--- config.mk ---
export PLATFORM = sky130hd
export DESIGN_NAME = hazard_scoreboard
export DESIGN_NICKNAME = d
export VERILOG_FILES = /design/src/rtl/pipe_pkg.sv /design/src/rtl/sb_stage_track.sv /design/src/rtl/hazard_scoreboard.sv
export SDC_FILE = /design/constraint.sdc
export NUM_CORES = 1
export LEC_CHECK = 0
export CORE_ASPECT_RATIO = 0.75
export CORE_UTILIZATION = 53
export CTS_CLUSTER_SIZE = 25
export DETAILED_ROUTE_END_ITERATION = 12
export PLACE_DENSITY = 0.85
export SKIP_LAST_GASP = 1
export SYNTH_ARGS = -nofsm -noshare
export SYNTH_HDL_FRONTEND = slang
export SYNTH_SLANG_ARGS = --single-unit
--- constraint.sdc ---
create_clock -name clk -period 4.18 [get_ports clk]
set_input_delay 0.836 -clock clk [delete_from_list [all_inputs] [get_ports clk]]
set_output_delay 0.836 -clock clk [all_outputs]
set_load 0.1 [all_outputs]
--- src/rtl/pipe_pkg.sv ---
// Shared pipeline types for the dual-pipe hazard scoreboard.
package pipe_pkg;

  localparam int unsigned NREG = 8;
  localparam int unsigned RW   = $clog2(NREG);

  typedef enum logic [1:0] {
    NONE     = 2'b00,
    LOAD_USE = 2'b01,
    FLAG     = 2'b10,
    WAW      = 2'b11
  } stall_cause_t;

  typedef enum logic {
    RUN   = 1'b0,
    SPLIT = 1'b1
  } sb_state_t;

  // One-hot register select over the tracked registers; r0 never tracked.
  function automatic logic [NREG-1:1] reg_bit(input logic [RW-1:0] r, input logic en);
    logic [NREG-1:1] v;
    v = '0;
    if (en && (r != '0)) v[r] = 1'b1;
    return v;
  endfunction

endpackage

--- src/rtl/sb_stage_track.sv ---
// Per-register EX/MEM/WB pending-write shift cell with an EX load marker.
module sb_stage_track (
  input  logic clk,
  input  logic reset_n,
  input  logic set_ex,
  input  logic set_ld,
  output logic busy,
  output logic ld_ex
);

  logic ex_q, ex_d, mem_q, mem_d, wb_q, wb_d, ld_q, ld_d;

  always_comb begin
    ex_d  = set_ex;
    ld_d  = set_ld;
    mem_d = ex_q;
    wb_d  = mem_q;
  end

  always_ff @(posedge clk or negedge reset_n) begin
    if (!reset_n) begin
      ex_q  <= 1'b0;
      mem_q <= 1'b0;
      wb_q  <= 1'b0;
      ld_q  <= 1'b0;
    end else begin
      ex_q  <= ex_d;
      mem_q <= mem_d;
      wb_q  <= wb_d;
      ld_q  <= ld_d;
    end
  end

  assign busy  = ex_q | mem_q | wb_q;
  assign ld_ex = ld_q;

endmodule

--- src/rtl/hazard_scoreboard.sv ---
// ID-side hazard scoreboard for the ALU/load-store pipes: stalls, bubbles, busy mask, watchdog.
// Define HAZARD_SCOREBOARD_PERF_CNT_EN to add the stall_cycles counter and perf_clr input.
module hazard_scoreboard
  import pipe_pkg::*;
#(
  parameter int unsigned MAX_STALL = 4
) (
  input  logic            clk,
  input  logic            reset_n,
  input  logic            id_valid,
  input  logic [RW-1:0]   id_src_a_1,
  input  logic [RW-1:0]   id_src_b_1,
  input  logic [RW-1:0]   id_dst_1,
  input  logic            id_wr_1,
  input  logic [RW-1:0]   id_src_a_2,
  input  logic [RW-1:0]   id_src_b_2,
  input  logic [RW-1:0]   id_src_c_2,
  input  logic [RW-1:0]   id_dst_2,
  input  logic            id_wr_2,
  input  logic            id_load_2,
  input  logic            id_uses_flag,
  input  logic            id_sets_flag_2,
  input  logic            flush,
`ifdef HAZARD_SCOREBOARD_PERF_CNT_EN
  input  logic            perf_clr,
  output logic [15:0]     stall_cycles,
`endif
  output logic            stall,
  output logic            bubble,
  output logic [NREG-1:0] busy_mask,
  output logic [1:0]      stall_cause,
  output logic            wd_err
);

  localparam int unsigned CW = $clog2(MAX_STALL + 1);

  logic [NREG-1:1] busy, ld_ex, set_ex, set_ld;
  logic            fl_ex_q, fl_ex_d;
  sb_state_t       state_q, state_d;
  logic [CW-1:0]   wd_cnt_q, wd_cnt_d;
  logic            wd_err_q, wd_err_d;
  logic            gate, issue, load_use, flag_hz, waw;
  stall_cause_t    cause;

  function automatic logic src_hit(input logic [RW-1:0] src, input logic [NREG-1:1] ld);
    return (src != '0) && ld[src];
  endfunction

  for (genvar r = 1; r < NREG; r++) begin : g_track
    sb_stage_track u_track (
      .clk     (clk),
      .reset_n (reset_n),
      .set_ex  (set_ex[r]),
      .set_ld  (set_ld[r]),
      .busy    (busy[r]),
      .ld_ex   (ld_ex[r])
    );
  end

  // Hazard detection; a flushed bundle never stalls. WAW is already resolved while in SPLIT.
  always_comb begin
    gate     = id_valid & ~flush;
    load_use = gate & (src_hit(id_src_a_1, ld_ex) | src_hit(id_src_b_1, ld_ex) |
                       src_hit(id_src_a_2, ld_ex) | src_hit(id_src_b_2, ld_ex) |
                       src_hit(id_src_c_2, ld_ex));
    flag_hz  = gate & id_uses_flag & fl_ex_q;
    waw      = gate & (state_q == RUN) & id_wr_1 & id_wr_2 &
               (id_dst_1 == id_dst_2) & (id_dst_1 != '0);
    stall    = load_use | flag_hz | waw;
    bubble   = stall | flush;
    issue    = gate & ~stall;
    if (load_use)     cause = LOAD_USE;
    else if (flag_hz) cause = FLAG;
    else if (waw)     cause = WAW;
    else              cause = NONE;
    stall_cause = cause;
  end

  // Scoreboard writes and split-issue sequencing.
  always_comb begin
    state_d = state_q;
    set_ex  = '0;
    set_ld  = '0;
    fl_ex_d = 1'b0;
    case (state_q)
      RUN: begin
        if (issue) begin
          set_ex  = reg_bit(id_dst_1, id_wr_1) | reg_bit(id_dst_2, id_wr_2);
          set_ld  = reg_bit(id_dst_2, id_wr_2 & id_load_2);
          fl_ex_d = id_sets_flag_2;
        end else if (cause == WAW) begin
          // Pipe 1 leaves in the bubble slot; pipe 2 follows alone next cycle.
          set_ex  = reg_bit(id_dst_1, 1'b1);
          state_d = SPLIT;
        end
      end
      SPLIT: begin
        state_d = RUN;
        if (issue) begin
          set_ex  = reg_bit(id_dst_2, id_wr_2);
          set_ld  = reg_bit(id_dst_2, id_wr_2 & id_load_2);
          fl_ex_d = id_sets_flag_2;
        end
      end
      default: state_d = RUN;
    endcase
  end

  always_comb begin
    wd_cnt_d = '0;
    if (stall) wd_cnt_d = (wd_cnt_q == CW'(MAX_STALL)) ? wd_cnt_q : wd_cnt_q + CW'(1);
    wd_err_d = wd_err_q | (wd_cnt_d == CW'(MAX_STALL));
  end

  always_ff @(posedge clk or negedge reset_n) begin
    if (!reset_n) begin
      state_q  <= RUN;
      fl_ex_q  <= 1'b0;
      wd_cnt_q <= '0;
      wd_err_q <= 1'b0;
    end else begin
      state_q  <= state_d;
      fl_ex_q  <= fl_ex_d;
      wd_cnt_q <= wd_cnt_d;
      wd_err_q <= wd_err_d;
    end
  end

  assign busy_mask = {busy, 1'b0};
  assign wd_err    = wd_err_q;

`ifdef HAZARD_SCOREBOARD_PERF_CNT_EN
  logic [15:0] perf_q, perf_d;

  always_comb begin
    perf_d = perf_q;
    if (perf_clr)                  perf_d = '0;
    else if (stall && perf_q != '1) perf_d = perf_q + 16'(1);
  end

  always_ff @(posedge clk or negedge reset_n) begin
    if (!reset_n) perf_q <= '0;
    else          perf_q <= perf_d;
  end

  assign stall_cycles = perf_q;
`endif

endmodule

==> results of run 1 <==
## worst max path at each step
stage,from,to,slack [ns],cells past startpoint
5_1_grt,id_src_a_2[0],bubble,0.05,7
4_1_cts,id_src_a_2[0],bubble,0.01,7
3_5_place_dp,id_src_a_2[0],bubble,0.01,7
6_report,id_src_a_2[0],bubble,0.1,7
3_3_place_gp,id_src_a_2[0],bubble,0.04,7
2_1_floorplan,id_dst_1[0],stall_cause[0],0.07,5
## where the power goes
group | internal [W] | switching, W
sequential | 0.000333 | 0.00000233
clock | 0.000112 | 0.000109
combinational | 0.0000607 | 0.0000839
## cell usage after synthesis (3+ instances only)
| cell | n | area, sq um |
|---|---|---|
| dfrtp_1 | 34 | 851 |
| nor2_1 | 9 | 33.8 |
| nand3_1 | 4 | 20.0 |
| and3_1 | 7 | 43.8 |
| and2_1 | 4 | 25.0 |
| or3_1 | 7 | 43.8 |
| nand2_1 | 13 | 48.8 |
| mux2_2 | 5 | 56.3 |
| a21o_1 | 5 | 37.5 |
| a2bb2o_2 | 3 | 33.8 |
| inv_1 | 3 | 11.3 |
| nand2b_1 | 8 | 50.1 |
| nor2b_1 | 4 | 25.0 |
| buf_4 | 8 | 60.1 |
| mux2i_1 | 8 | 80.1 |
| nor3_1 | 4 | 20.0 |
| xnor2_1 | 3 | 26.3 |
## sequential cells by signal (all words and copies together) (netlist names)
name,flops
g_track.u_track.ex_q,7
g_track.u_track.ld_ex,7
g_track.u_track.mem_q,7
g_track.u_track.wb_q,7
wd_cnt_q,3
fl_ex_q,1
state_q,1
wd_err,1
## routing by layer
metal  track usage  up-vias  routed length, um
li1              -      670                  -
met1         0.307      687               1680
met2         0.388       47               1880
met3        0.0538        0                238
met4        0.0748        0                  0
met5             0        -                  0
## kinds of logic after synthesis
group / share of synthesized area
AO/OA/AOI/OAI: 0.101
XOR/XNOR: 0.0147
adder cells (fa/ha/maj): 0.0140
buffers and inverters: 0.0510
flip-flops: 0.476
multiplexers: 0.116
other: 0.00210
AND/OR/NAND/NOR: 0.226
## area by class of cell
type | instances | area share
Tap cell | 38 | 0.0204
Clock buffer | 5 | 0.0295
Inverter | 3 | 0.00483
Sequential cell | 34 | 0.365
Timing Repair Buffer | 47 | 0.213
Clock inverter | 2 | 0.00429
Multi-Input combinational cell | 116 | 0.363
## metrics by stage
stage                     utilization  worst slack [ns]  instance area, sq um
after floorplan                     -            0.0718                  1790
after global placement          0.730            0.0412                  2250
after detailed placement        0.730            0.0111                  2250
after CTS                       0.756           0.00994                  2330
after global routing            0.756            0.0462                  2330
final                           0.756            0.0961                  2330
==> results.md, run 1 <==
- Fin crit period: 4.08 ns
- Share of post-route cells with drive strength above 1: 0.159
- Delay-heaviest family, CP: compound AO/OA/AOI/OAI gates
- Maxcap violations: 0
- Crit-path cells: clkdlybuf4s50_1 > mux2_4 > a221o_1 > a32o_1 > or4_4 > a211o_1 > buf_12
- Postcts setup bufs: 0
- Fillers: roughly 210
- Vias in the first global route: 1410
- Clock latency on the worst-skew pair: 0.28 ns
- Max-slew headroom: 0.273
- HP Class: reg2reg
- Io pins: 43
- Pwr Total: 0.000701 W
- Reg2reg end: g_track[3].u_track.ex_q$_DFF_PN0_
- Post-Syn Area per Cell: around 11 sq um
- CP startpoint kind: primary input
- All-Layer GR Usage: 0.234
- Crit path max fanout: 6
- Worst Hold Endpoint: g_track[4].u_track.wb_q$_DFF_PN0_
- Sequential area share after synthesis: 0.476
- Worst R2R Start: g_track[4].u_track.ld_ex$_DFF_PN0_
- Largest net degree at the start of global routing: 27
- Die W: 69.1 um
- Remaining Overflow, GRT: 0
- Clock root buffer master: clkbuf_8
- Slowest Stage Delay on Critical Path: about 0.54 ns
- NumNets Final: 239
- Sequential cell area: 851 sq um
- Core ar.: 3080 sq um
- Highest Clock Rate: between 0.2 and 0.25 GHz
- Synth Flop Type: dfrtp_1
- R2R depth: 7
- Die Y: approximately 52 um
- DIE AREA: between 3000 and 4000 sq um
- EDFF count, synth: 0
- Clock Path Buffers: 2
- VDD IR max: 0.211 mV
- Hold-fix buffers at CTS: 0
- CTS resizes: 0
- Power per Cell Area: 301 nW/um^2
- Crit end category: primary output
- Multi-input gate area: 847 sq um
- CP required: around 3.3 ns
- # setup viols final: 0
- First-pass GRT wire length: around 6.5 mm
- Most frequent cells in the layout: clkdlybuf4s50_1 (37), dfrtp_1 (34), nand2_1 (13)
- Routability cong.: 0.875
- Sum Neg Setup Slack: 0 ns
- Reg clk slew, reported paths: 0.06 ns
- Via density per instance: 5.73
- Half-perimeter wire length after placement: about 3 mm
- Reg-to-reg slack, setup: 1.48 ns
- Row cnt: 17
- Worst-margin pin slew: roughly 1.1 ns
- Cell count after synthesis: around 160
- ANT cells: 0
- Most common cell after layout, fill and taps aside: clkdlybuf4s50_1
- Placed cell count: 238
- Drt total wl: 3.79 mm
- Standby leakage power: 1.12 nW
- Yosys cell types: 46
- WHS: 0.369 ns
- Vias: 1404
- Port-buffer cells: 41
- Async S/R FF share, synth: 1.00
- P&R area growth vs syn: 30.3%
- WP data arrival: between 3 and 4 ns
- Residual DRC: 0
- Final worst path period share: 0.977
- Drt wl/cell: 15.5 um
- Final ANT Viol Nets: 0
- Final Skew: slightly below 0.004 ns
- Final Hold Viols: 0
- CTS Sinks: 34
- WP buf/inv: 2
- Fin cells: approximately 250
- Initial DRC Count: 84
- RSZ-0062 raised after global routing: no
- Slew Viols, Final: 0
- Yosys Warn Count: 0
- Slowest cell on crit path: or4_4
- CTS HTree Levels: 2
- First-pass iteration count of the detailed router: 4
- Net Count, Synth: about 200
- Flops & latches, synth: 34
- Starting Density: 0.580
- Total CTS buffers: 5
- CTS tree: yes
- Post-Syn Area: roughly 1800 sq um
- Worst hold path depth: 0
- Worst Path Class, Setup: in2out
- Initial antenna violation count: 0
- Hold_sp: g_track[4].u_track.mem_q$_DFF_PN0_
- Outcome: finished clean
No activity file was read; power rests on OpenSTA's default activity.
==> run 2: changes to the inputs <==
CORE_UTILIZATION = 44   (was 53)
PLACE_DENSITY = 0.75   (was 0.85)
SLEW_MARGIN = 10   (was default)
clock period = 3.4 ns   (was 4.18 ns; I/O delays follow)
==> run 2 against run 1 <==
Net effect: final cell count rose by 9.8%; combinational power rose by 30%; sequential power rose by 23%; core utilization fell by 9.8 points; largest cell class is now multi-input gates; largest power group unchanged.
==> results.md, run 2 (synthesized netlist as in run 1, its figures left out) <==
- Crit-path cells: buf_2 > buf_6 > mux2i_4 > nor3b_2 > a311o_1 > or4_4 > a211o_4 > buf_12
- WP buf/inv: 3
- Fin util: 0.658
- Final ANT Viol Nets: 0
- Residual DRC: 0
- Vias in the first global route: 1464
- Most common cell after layout, fill and taps aside: dfrtp_1
- CP startpoint kind: primary input
- Standby leakage power: 1.21 nW
- Most frequent cells in the layout: dfrtp_1 (34), clkdlybuf4s50_1 (25), buf_4 (15)
- DP Area: 2330 sq um
- Crit. Startpoint: id_src_a_1[1]
- Drt total wl: about 3.9 mm
- Crit path max fanout: 4
- Fin cells: 269
- CTS tree: yes
- Sum Neg Setup Slack: 0 ns
- # setup viols final: 0
- CTS HTree Levels: 2
- Via density per instance: around 5.2
- Critical Path Stages: 8
- Core ar.: 3780 sq um
- Starting Density: 0.473
- Vias: about 1400
- Clock root buffer master: clkbuf_8
- Total CTS buffers: 5
- Io pins: 43
- Dpl ws: -0.462 ns
- Clock Path Buffers: 2
- First-pass iteration count of the detailed router: 4
- Slowest Stage Delay on Critical Path: 0.59 ns
- Max-slew headroom: 0.356
- Die Y: 57.2 um
- Delay-heaviest family, CP: compound AO/OA/AOI/OAI gates
- RSZ-0062 raised after global routing: yes
- Final Skew: around 0.0073 ns
- P&R area growth vs syn: 39.0%
- Worst-margin pin slew: 0.962 ns
- Port-buffer cells: 41
- VDD IR max: ~0.22 mV
- Maxcap violations: 0
- Fillers: 286
- Placed cell count: 260
- R2R depth: 8
- Largest net degree at the start of global routing: 35
- NumNets Final: 249
- ANT cells: 0
- Worst R2R Start: g_track[5].u_track.ld_ex$_DFF_PN0_
- Fin area: 2490 sq um
- DIE AREA: 4330 sq um
- Half-perimeter wire length after placement: 2.97 mm
- Initial DRC Count: 92
- Reg-to-reg slack, setup: 0.68 ns
- Slowest cell on crit path: or4_4
- Highest Clock Rate: 0.300 GHz
- Worst Path Class, Setup: in2out
- Final Hold Viols: 0
- CP required: 2.72 ns
- Clock latency on the worst-skew pair: 0.29 ns
- Drt wl/cell: 14.6 um
- CTS Sinks: 34
- Final WS setup: 0.0632 ns
- Reg clk slew, reported paths: 0.06 ns
- WP data arrival: 2.66 ns
- Fin crit period: 3.34 ns
- Row cnt: 19
- All-Layer GR Usage: 0.210
- Slew Viols, Final: 0
- First-pass GRT wire length: 6.64 mm
- Power per Cell Area: between 300 and 400 nW/um^2
- Die W: 75.6 um
- Hold-fix buffers at CTS: 0
- Crit path to: bubble
- Crit end category: primary output
- Remaining Overflow, GRT: 0
- Routability cong.: ~0.84
- Share of post-route cells with drive strength above 1: 0.253
- Initial antenna violation count: 0
- Reg2reg end: g_track[3].u_track.ex_q$_DFF_PN0_
- Final worst path period share: 0.981
- Outcome: finished clean
- HP Class: reg2reg
## run 2: cell types whose count changed in the layout (fill, tap and decap cells not counted), sizes merged
cell / delta
dlymetal6s2s: +2
dlygate4sd2: +4
clkinv: -2
bufinv: +1
clkdlybuf4s50: -12
clkbuf: +3
buf: +13
clkdlybuf4s15: +1
## run 2: final cells by class
class | instances | area, sq um | area share
Inverter | 3 | 11.3 | 0.00453
Sequential cell | 34 | 851 | 0.342
Timing Repair Buffer | 57 | 557 | 0.224
Tap cell | 52 | 65.1 | 0.0262
Multi-Input combinational cell | 116 | 891 | 0.358
Clock buffer | 6 | 82.6 | 0.0332
Clock inverter | 1 | 30.0 | 0.0121
## run 2: worst min-delay path by stage
stage                                            start                            endpoint  slack (ns)  cells past startpoint
floorplan           g_track[1].u_track.mem_q$_DFF_PN0_   g_track[1].u_track.wb_q$_DFF_PN0_        0.35                      0
CTS                  g_track[7].u_track.ex_q$_DFF_PN0_  g_track[7].u_track.mem_q$_DFF_PN0_        0.37                      0
global placement    g_track[4].u_track.mem_q$_DFF_PN0_   g_track[4].u_track.wb_q$_DFF_PN0_        0.35                      0
detailed placement   g_track[6].u_track.ex_q$_DFF_PN0_  g_track[6].u_track.mem_q$_DFF_PN0_        0.36                      0
finish               g_track[7].u_track.ex_q$_DFF_PN0_  g_track[7].u_track.mem_q$_DFF_PN0_        0.37                      0
global route         g_track[7].u_track.ex_q$_DFF_PN0_  g_track[7].u_track.mem_q$_DFF_PN0_        0.38                      0
## run 2: repair_timing
item	4_1_cts	5_1_grt
resized for setup	24	8
gates cloned	0	0
pin swaps	6	3
endpoints found under the setup margin	4	3
buffers inserted	0	2
hold endpoints to repair	0	0
## run 2: per-stage QoR
| step | power [W] | hold slack [ns] |
|---|---|---|
| after floorplan | 0.000521 | 0.348 |
| after global placement | 0.000599 | 0.352 |
| after detailed placement | 0.000605 | 0.357 |
| after CTS | 0.000979 | 0.373 |
| after global routing | 0.00102 | 0.385 |
| final | 0.000973 | 0.373 |
## run 2: per-layer routing
layer	vias up	global-route usage	routed length, um
li1	686	-	-
met1	676	0.266	1750
met2	44	0.339	1940
met3	5	0.0583	195
met4	0	0.0847	48
met5	-	0	0
## run 2: report_power, final
group | total (W) | internal [W] | switching, W
clock network | 0.000373 | 0.000234 | 0.000139
logic | 0.000188 | 0.0000807 | 0.000107
registers | 0.000412 | 0.000410 | 0.00000287
total | 0.000973 | 0.000725 | 0.000249
